**src/rtl/hough_peak_finder.sv**
```systemverilog
// Raster-sweeps the Hough accumulator once per start and reports the highest-vote cell as the circle centre.
// Define ACC_CLEAR_EN to zero each accumulator cell one cycle behind the read pointer.
module hough_peak_finder #(
  parameter int unsigned ROW_LENGTH = 450,
  parameter int unsigned COL_LENGTH = 290,
  parameter int unsigned X_BIAS     = 95,
  parameter int unsigned Y_BIAS     = 95,
  parameter int unsigned VOTE_W     = 4,
  parameter int unsigned ADDR_W     = 18,
  parameter int unsigned MIN_VOTES  = 3
) (
  input  logic              clk,
  input  logic              rst,
  input  logic              start,
  output logic [ADDR_W-1:0] rd_addr,
  input  logic [VOTE_W-1:0] rd_data,
  output logic              wr_en,
  output logic [ADDR_W-1:0] wr_addr,
  output logic [VOTE_W-1:0] wr_data,
  output logic              busy,
  output logic              done,
  output logic              found,
  output logic [VOTE_W-1:0] peak_votes,
  output logic [9:0]        idealX,
  output logic [8:0]        idealY
);

  localparam int unsigned X_W = (ROW_LENGTH > 1) ? $clog2(ROW_LENGTH) : 1;
  localparam int unsigned Y_W = (COL_LENGTH > 1) ? $clog2(COL_LENGTH) : 1;
  localparam logic [X_W-1:0] X_LAST = X_W'(ROW_LENGTH - 1);
  localparam logic [Y_W-1:0] Y_LAST = Y_W'(COL_LENGTH - 1);

  typedef enum logic [1:0] {IDLE, SCAN, DRAIN, DONE} state_e;

  state_e            state_q;
  logic [X_W-1:0]    x_q, xd_q, xmax_q, xmax_d;
  logic [Y_W-1:0]    y_q, yd_q, ymax_q, ymax_d;
  logic [ADDR_W-1:0] addr_q;
  logic              vld_q;
  logic [VOTE_W-1:0] max_q, max_d;
  logic              busy_q, done_q, found_q, found_d;
  logic [VOTE_W-1:0] peak_q;
  logic [9:0]        ix_q, ix_d;
  logic [8:0]        iy_q, iy_d;
  logic              last_cell;

  assign last_cell = (x_q == X_LAST) && (y_q == Y_LAST);

  // The final datum arrives during DRAIN, so the DONE-cycle results are taken from the combinational next max.
  always_comb begin
    max_d  = max_q;
    xmax_d = xmax_q;
    ymax_d = ymax_q;
    if (vld_q && (rd_data > max_q)) begin
      max_d  = rd_data;
      xmax_d = xd_q;
      ymax_d = yd_q;
    end
    found_d = (32'(max_d) >= MIN_VOTES);
    ix_d    = 10'(xmax_d) + 10'(X_BIAS);
    iy_d    = 9'(ymax_d) + 9'(Y_BIAS);
  end

  always_ff @(posedge clk) begin
    if (rst) begin
      state_q <= IDLE;
      x_q     <= '0;
      y_q     <= '0;
      xd_q    <= '0;
      yd_q    <= '0;
      addr_q  <= '0;
      vld_q   <= 1'b0;
      max_q   <= '0;
      xmax_q  <= '0;
      ymax_q  <= '0;
      busy_q  <= 1'b0;
      done_q  <= 1'b0;
      found_q <= 1'b0;
      peak_q  <= '0;
      ix_q    <= '0;
      iy_q    <= '0;
    end else begin
      xd_q   <= x_q;
      yd_q   <= y_q;
      vld_q  <= 1'b0;
      done_q <= 1'b0;
      max_q  <= max_d;
      xmax_q <= xmax_d;
      ymax_q <= ymax_d;
      case (state_q)
        IDLE: begin
          if (start) begin
            state_q <= SCAN;
            busy_q  <= 1'b1;
            x_q     <= '0;
            y_q     <= '0;
            addr_q  <= '0;
            max_q   <= '0;
            xmax_q  <= '0;
            ymax_q  <= '0;
          end
        end
        SCAN: begin
          vld_q <= 1'b1;
          if (last_cell) begin
            state_q <= DRAIN;
          end else begin
            addr_q <= addr_q + 1'b1;
            if (x_q == X_LAST) begin
              x_q <= '0;
              y_q <= y_q + 1'b1;
            end else begin
              x_q <= x_q + 1'b1;
            end
          end
        end
        DRAIN: begin
          state_q <= DONE;
          done_q  <= 1'b1;
          peak_q  <= max_d;
          found_q <= found_d;
          if (found_d) begin
            ix_q <= ix_d;
            iy_q <= iy_d;
          end
        end
        DONE: begin
          state_q <= IDLE;
          busy_q  <= 1'b0;
        end
        default: state_q <= IDLE;
      endcase
    end
  end

`ifdef ACC_CLEAR_EN
  logic [ADDR_W-1:0] addr_dly_q;

  always_ff @(posedge clk) begin
    if (rst) addr_dly_q <= '0;
    else     addr_dly_q <= addr_q;
  end

  assign wr_en   = vld_q;
  assign wr_addr = addr_dly_q;
  assign wr_data = '0;
`else
  assign wr_en   = 1'b0;
  assign wr_addr = '0;
  assign wr_data = '0;
`endif

  assign rd_addr    = addr_q;
  assign busy       = busy_q;
  assign done       = done_q;
  assign found      = found_q;
  assign peak_votes = peak_q;
  assign idealX     = ix_q;
  assign idealY     = iy_q;

endmodule

```
**config.mk**
```make
export PLATFORM = sky130hd
export DESIGN_NAME = hough_peak_finder
export DESIGN_NICKNAME = d
export VERILOG_FILES = /design/src/rtl/hough_peak_finder.sv
export SDC_FILE = /design/constraint.sdc
export NUM_CORES = 1
export LEC_CHECK = 0
export ABC_AREA = 1
export BUFFER_PORTS_ARGS = -buffer_cell sky130_fd_sc_hd__buf_2
export CORE_MARGIN = 1
export CORE_UTILIZATION = 51
export CTS_BUF_LIST = sky130_fd_sc_hd__clkbuf_8 sky130_fd_sc_hd__clkbuf_16
export DETAILED_ROUTE_END_ITERATION = 10
export GPL_TIMING_DRIVEN = 0
export PLACE_DENSITY = 0.77
export SLEW_MARGIN = 20
export SYNTH_ARGS = -nofsm -noshare
export SYNTH_HDL_FRONTEND = slang
export SYNTH_SLANG_ARGS = --single-unit
```
**constraint.sdc**
```tcl
create_clock -name clk -period 4.2 [get_ports clk]
set_input_delay 1.05 -clock clk [delete_from_list [all_inputs] [get_ports clk]]
set_output_delay 1.05 -clock clk [all_outputs]
set_load 0.05 [all_outputs]
```
==> impl_results.md <==
- Status: completed
- CTS tree: built
- Starting density of the core: 53.1%
- Synth area leaders: dfxtp_1 40%, nand2_1 9.6%, nor2_1 6.8%
- Overflow after GRT: 0
- Drt initial violations: 204
- Filler cells: 905
- Hold_buf cts: 0
- Worst Max-Slew Pin Slew: 0.618 ns
- Die X-Extent: 104 um
- Tcrit/Tclk final: 67.6%
- Crit-path max cell delay: 0.31 ns
- Fin. max-slew vios: 0
- Multi-input logic area: 2560 um^2
- Ys Warns: 0
- Crit end category: flip-flop
- FFs w/ async S/R, synth: 0%
- Ant diodes: 0
- DRC violations left: 0
- Area grow syn2layout: 13.4%
- Mapped Area: 5260 um^2
- Final Setup Violations: 0
- Crit path kind: input port to flip-flop
- Fin Setup TNS: 0 ns
- Row count: 36
- Peak supply drop: 229 uV
- First-pass GRT wire length: 20200 um
- RSZ-0062 raised after global routing: no
- Pin count of the biggest net entering global routing: 19
- Worst setup SP type: input port
- Cell Pwr Density: 524 nW/um^2
- Number of global-route vias before repair: 4494
- DRT Pass-1 Iters: 5
- Height of the die: 104 um
- Drt wl/cell: 12.7 um
- Final net count: 829
- Ys flop type: dfxtp_1
- Synth area leader: dfxtp_1
- Core Area: 9910 um^2
- Die ar.: 10700 um^2
- Clk sinks: 105
- Rel. slew slack: 58.8%
- Critical Path, Cell by Cell: buf_2, ha_1, nand2_1, o21a_1, buf_6, nand2_8, buf_12, o21ai_2, ha_1, nand3_1, nand3_1, nand2_1, nand2_1, nand3_1, nand2_1, inv_1
- Gr usage total: 22.8%
- Crit-path max FO: 10
- Root Driver: clkbuf_8
- Post-cts sizing count: 0
- Cells on worst reg2reg path: 16
- CP most frequent cell: nand2_1
- Post-CTS Setup Repair Bufs: 0
- Fmax: 352 MHz
- Max Cap Violations: 0
- CTS H-tree depth: 3
- Avg Synthesized Cell Area: 7.26 um^2
- Tot Pwr: 0.00313 W
- Sequential area share after synthesis: 39.9%
- Layout cells sized above 1: 16.6%
- Post-synth EDFFs: 0
- Final GP Congestion: 0.880
- Min Tclk post-route: 2.84 ns
- Leakage power: 2.76 nW
- Post-DR vias/cell: 5.05
- Final hold slack: 0.458 ns
- Longest Clk Path Bufs: 2
- Flops & latches, synth: 105
- Origin of the critical flop-to-flop path: max_q[3]
- Initial antenna violation count: 0
- Worst R2R Setup Slack: 1.78 ns
- Reg area: 2100 um^2
- Final hold violation count: 0
- Worst path depth: 16
- Crit path launch: rd_data[3]
- DRT Wirelength: 12000 um
- Worst-Skew Late Latency: 0.37 ns
- Top-area cell type share of the netlist area: 39.9%
- Buffers on Ports: 49
- WP data required: 4.47 ns
- Clk pin slew, worst setup/hold paths: 0.10 ns
- Post-synth cell types: 41
- Crit path to: idealY[8]
- ANT nets after route: 0
- Layout Skew: 0.0151 ns
- Num CTS Buffers: 9
- Synthesized instance count: 725
- Worst path bufs/invs: 4
- Slowest CP cell: ha_1
- Family with the most delay on the worst path: simple AND/OR/NAND/NOR gates
- IO Pins: 74
- R2r endpoint: idealY[8]
- Dpl hpwl: 9080 um
- DR vias: 4769
- Min-Delay Path Class: flip-flop to flip-flop
- WP data arrival: 3.11 ns
-- worst register-to-register path, stage by stage, from the launching register on --
cell and delay [ns]:
dfxtp_1 0.32, inv_1 0.05, ha_1 0.29, nand2_1 0.10, o21a_1 0.15, buf_6 0.15
nand2_8 0.08, buf_12 0.16, o21ai_2 0.24, ha_1 0.26, nand3_1 0.12, nand3_1 0.11
nand2_1 0.05, nand2_1 0.06, nand3_1 0.07, nand2_1 0.06, inv_1 0.03
-- worst min-delay path by stage --
stage            from      end  slack, ns  depth (start not counted)
6_report       x_q[8]  xd_q[8]       0.46                          2
5_1_grt        x_q[8]  xd_q[8]       0.48                          2
4_1_cts        x_q[8]  xd_q[8]       0.46                          2
3_5_place_dp   x_q[8]  xd_q[8]       0.46                          2
3_3_place_gp   x_q[8]  xd_q[8]       0.45                          2
2_1_floorplan  x_q[8]  xd_q[8]       0.43                          2
-- sequential cells by signal (all words and copies together), names as in the netlist --
| name | flops |
|---|---|
| vld_q | 1 |
| idealY | 9 |
| found | 1 |
| ymax_q | 9 |
| y_q | 9 |
| rd_addr | 18 |
| done | 1 |
| busy | 1 |
| idealX | 10 |
| max_q | 4 |
| x_q | 9 |
| yd_q | 9 |
| peak_votes | 4 |
| xmax_q | 9 |
| xd_q | 9 |
| state_q | 2 |
-- metrics by stage --
stage | cells | setup WS, ns | utilization (%) | area [um^2]
after floorplan | 747 | 1.39 | - | 5350
after global placement | 929 | 1.07 | 58.1 | 5760
after detailed placement | 929 | 0.998 | 58.1 | 5760
after CTS | 945 | 1.38 | 60.2 | 5970
after global routing | 945 | 1.22 | 60.2 | 5970
final | 945 | 1.36 | 60.2 | 5970
-- power breakdown --
| group | internal, W | switching (W) | leakage (nW) | total [W] |
|---|---|---|---|---|
| combinational | 0.000364 | 0.000961 | 1.80 | 0.00133 |
| clock | 0.000301 | 0.000358 | 0.108 | 0.000659 |
| sequential | 0.00109 | 0.0000492 | 0.849 | 0.00114 |
-- final cells by class --
| cell class | instances | share of cell area [%] |
|---|---|---|
| multi-input combinational | 500 | 42.9 |
| sequential | 105 | 35.2 |
| inverter | 93 | 5.85 |
| buffer | 49 | 5.64 |
| timing repair buffer | 49 | 4.11 |
| tap | 133 | 2.79 |
| clock buffer | 10 | 2.31 |
| clock inverter | 6 | 1.24 |
-- cells in the final DEF (no fill, tap or decap), types with 3 or more instances in the layout --
| master | Yosys | final |
|---|---|---|
| conb_1 | 1 | 23 |
| nand3_1 | 50 | 50 |
| nand3b_1 | 10 | 10 |
| buf_2 | 9 | 58 |
| nand2_1 | 135 | 135 |
| a211oi_1 | 3 | 3 |
| o21ai_2 | 5 | 5 |
| a21oi_1 | 38 | 38 |
| nor4_1 | 3 | 3 |
| nor3_1 | 14 | 14 |
| clkbuf_8 | 0 | 10 |
| inv_1 | 92 | 92 |
| nand4_1 | 13 | 13 |
| xnor2_1 | 7 | 7 |
| nand2_4 | 3 | 3 |
| clkbuf_1 | 12 | 12 |
| nand2_2 | 16 | 16 |
| nor2_1 | 95 | 95 |
| xor2_1 | 13 | 13 |
| inv_6 | 0 | 3 |
| buf_4 | 24 | 24 |
| dfxtp_1 | 105 | 105 |
| o21ai_0 | 28 | 28 |
| o211ai_1 | 3 | 3 |
| a31oi_1 | 4 | 4 |
| o21ai_1 | 7 | 7 |
| ha_1 | 15 | 15 |
-- logic make-up after synthesis --
logic type / count (synthesis) / share of synthesized area [%]
AO/OA/AOI/OAI: 95 / 10.3
XOR/XNOR: 20 / 3.33
adder cells (fa/ha/maj): 15 / 3.57
buffers and inverters: 142 / 13.0
flip-flops: 105 / 39.9
other: 1 / 0.0713
AND/OR/NAND/NOR: 347 / 29.7
-- synthesized netlist by cell type (9+ instances only) --
cell      count
a21oi_1      38
buf_2         9
buf_4        24
clkbuf_1     12
dfxtp_1     105
ha_1         15
inv_1        92
nand2_1     135
nand2_2      16
nand3_1      50
nand3b_1     10
nand4_1      13
nor2_1       95
nor3_1       14
o21ai_0      28
xor2_1       13
-- per-layer routing --
metal  vias to the layer above  share of wire [%]  track usage, %  wire [um]
li1                       2433                  -               -          -
met1                      2161                 43            27.7       5210
met2                       155                 49            41.1       5920
met3                        20                5.5            2.83        667
met4                         0                1.9            8.59        230
met5                         -                  0               0          0
Note: power is estimated with default switching activity, not from simulation.
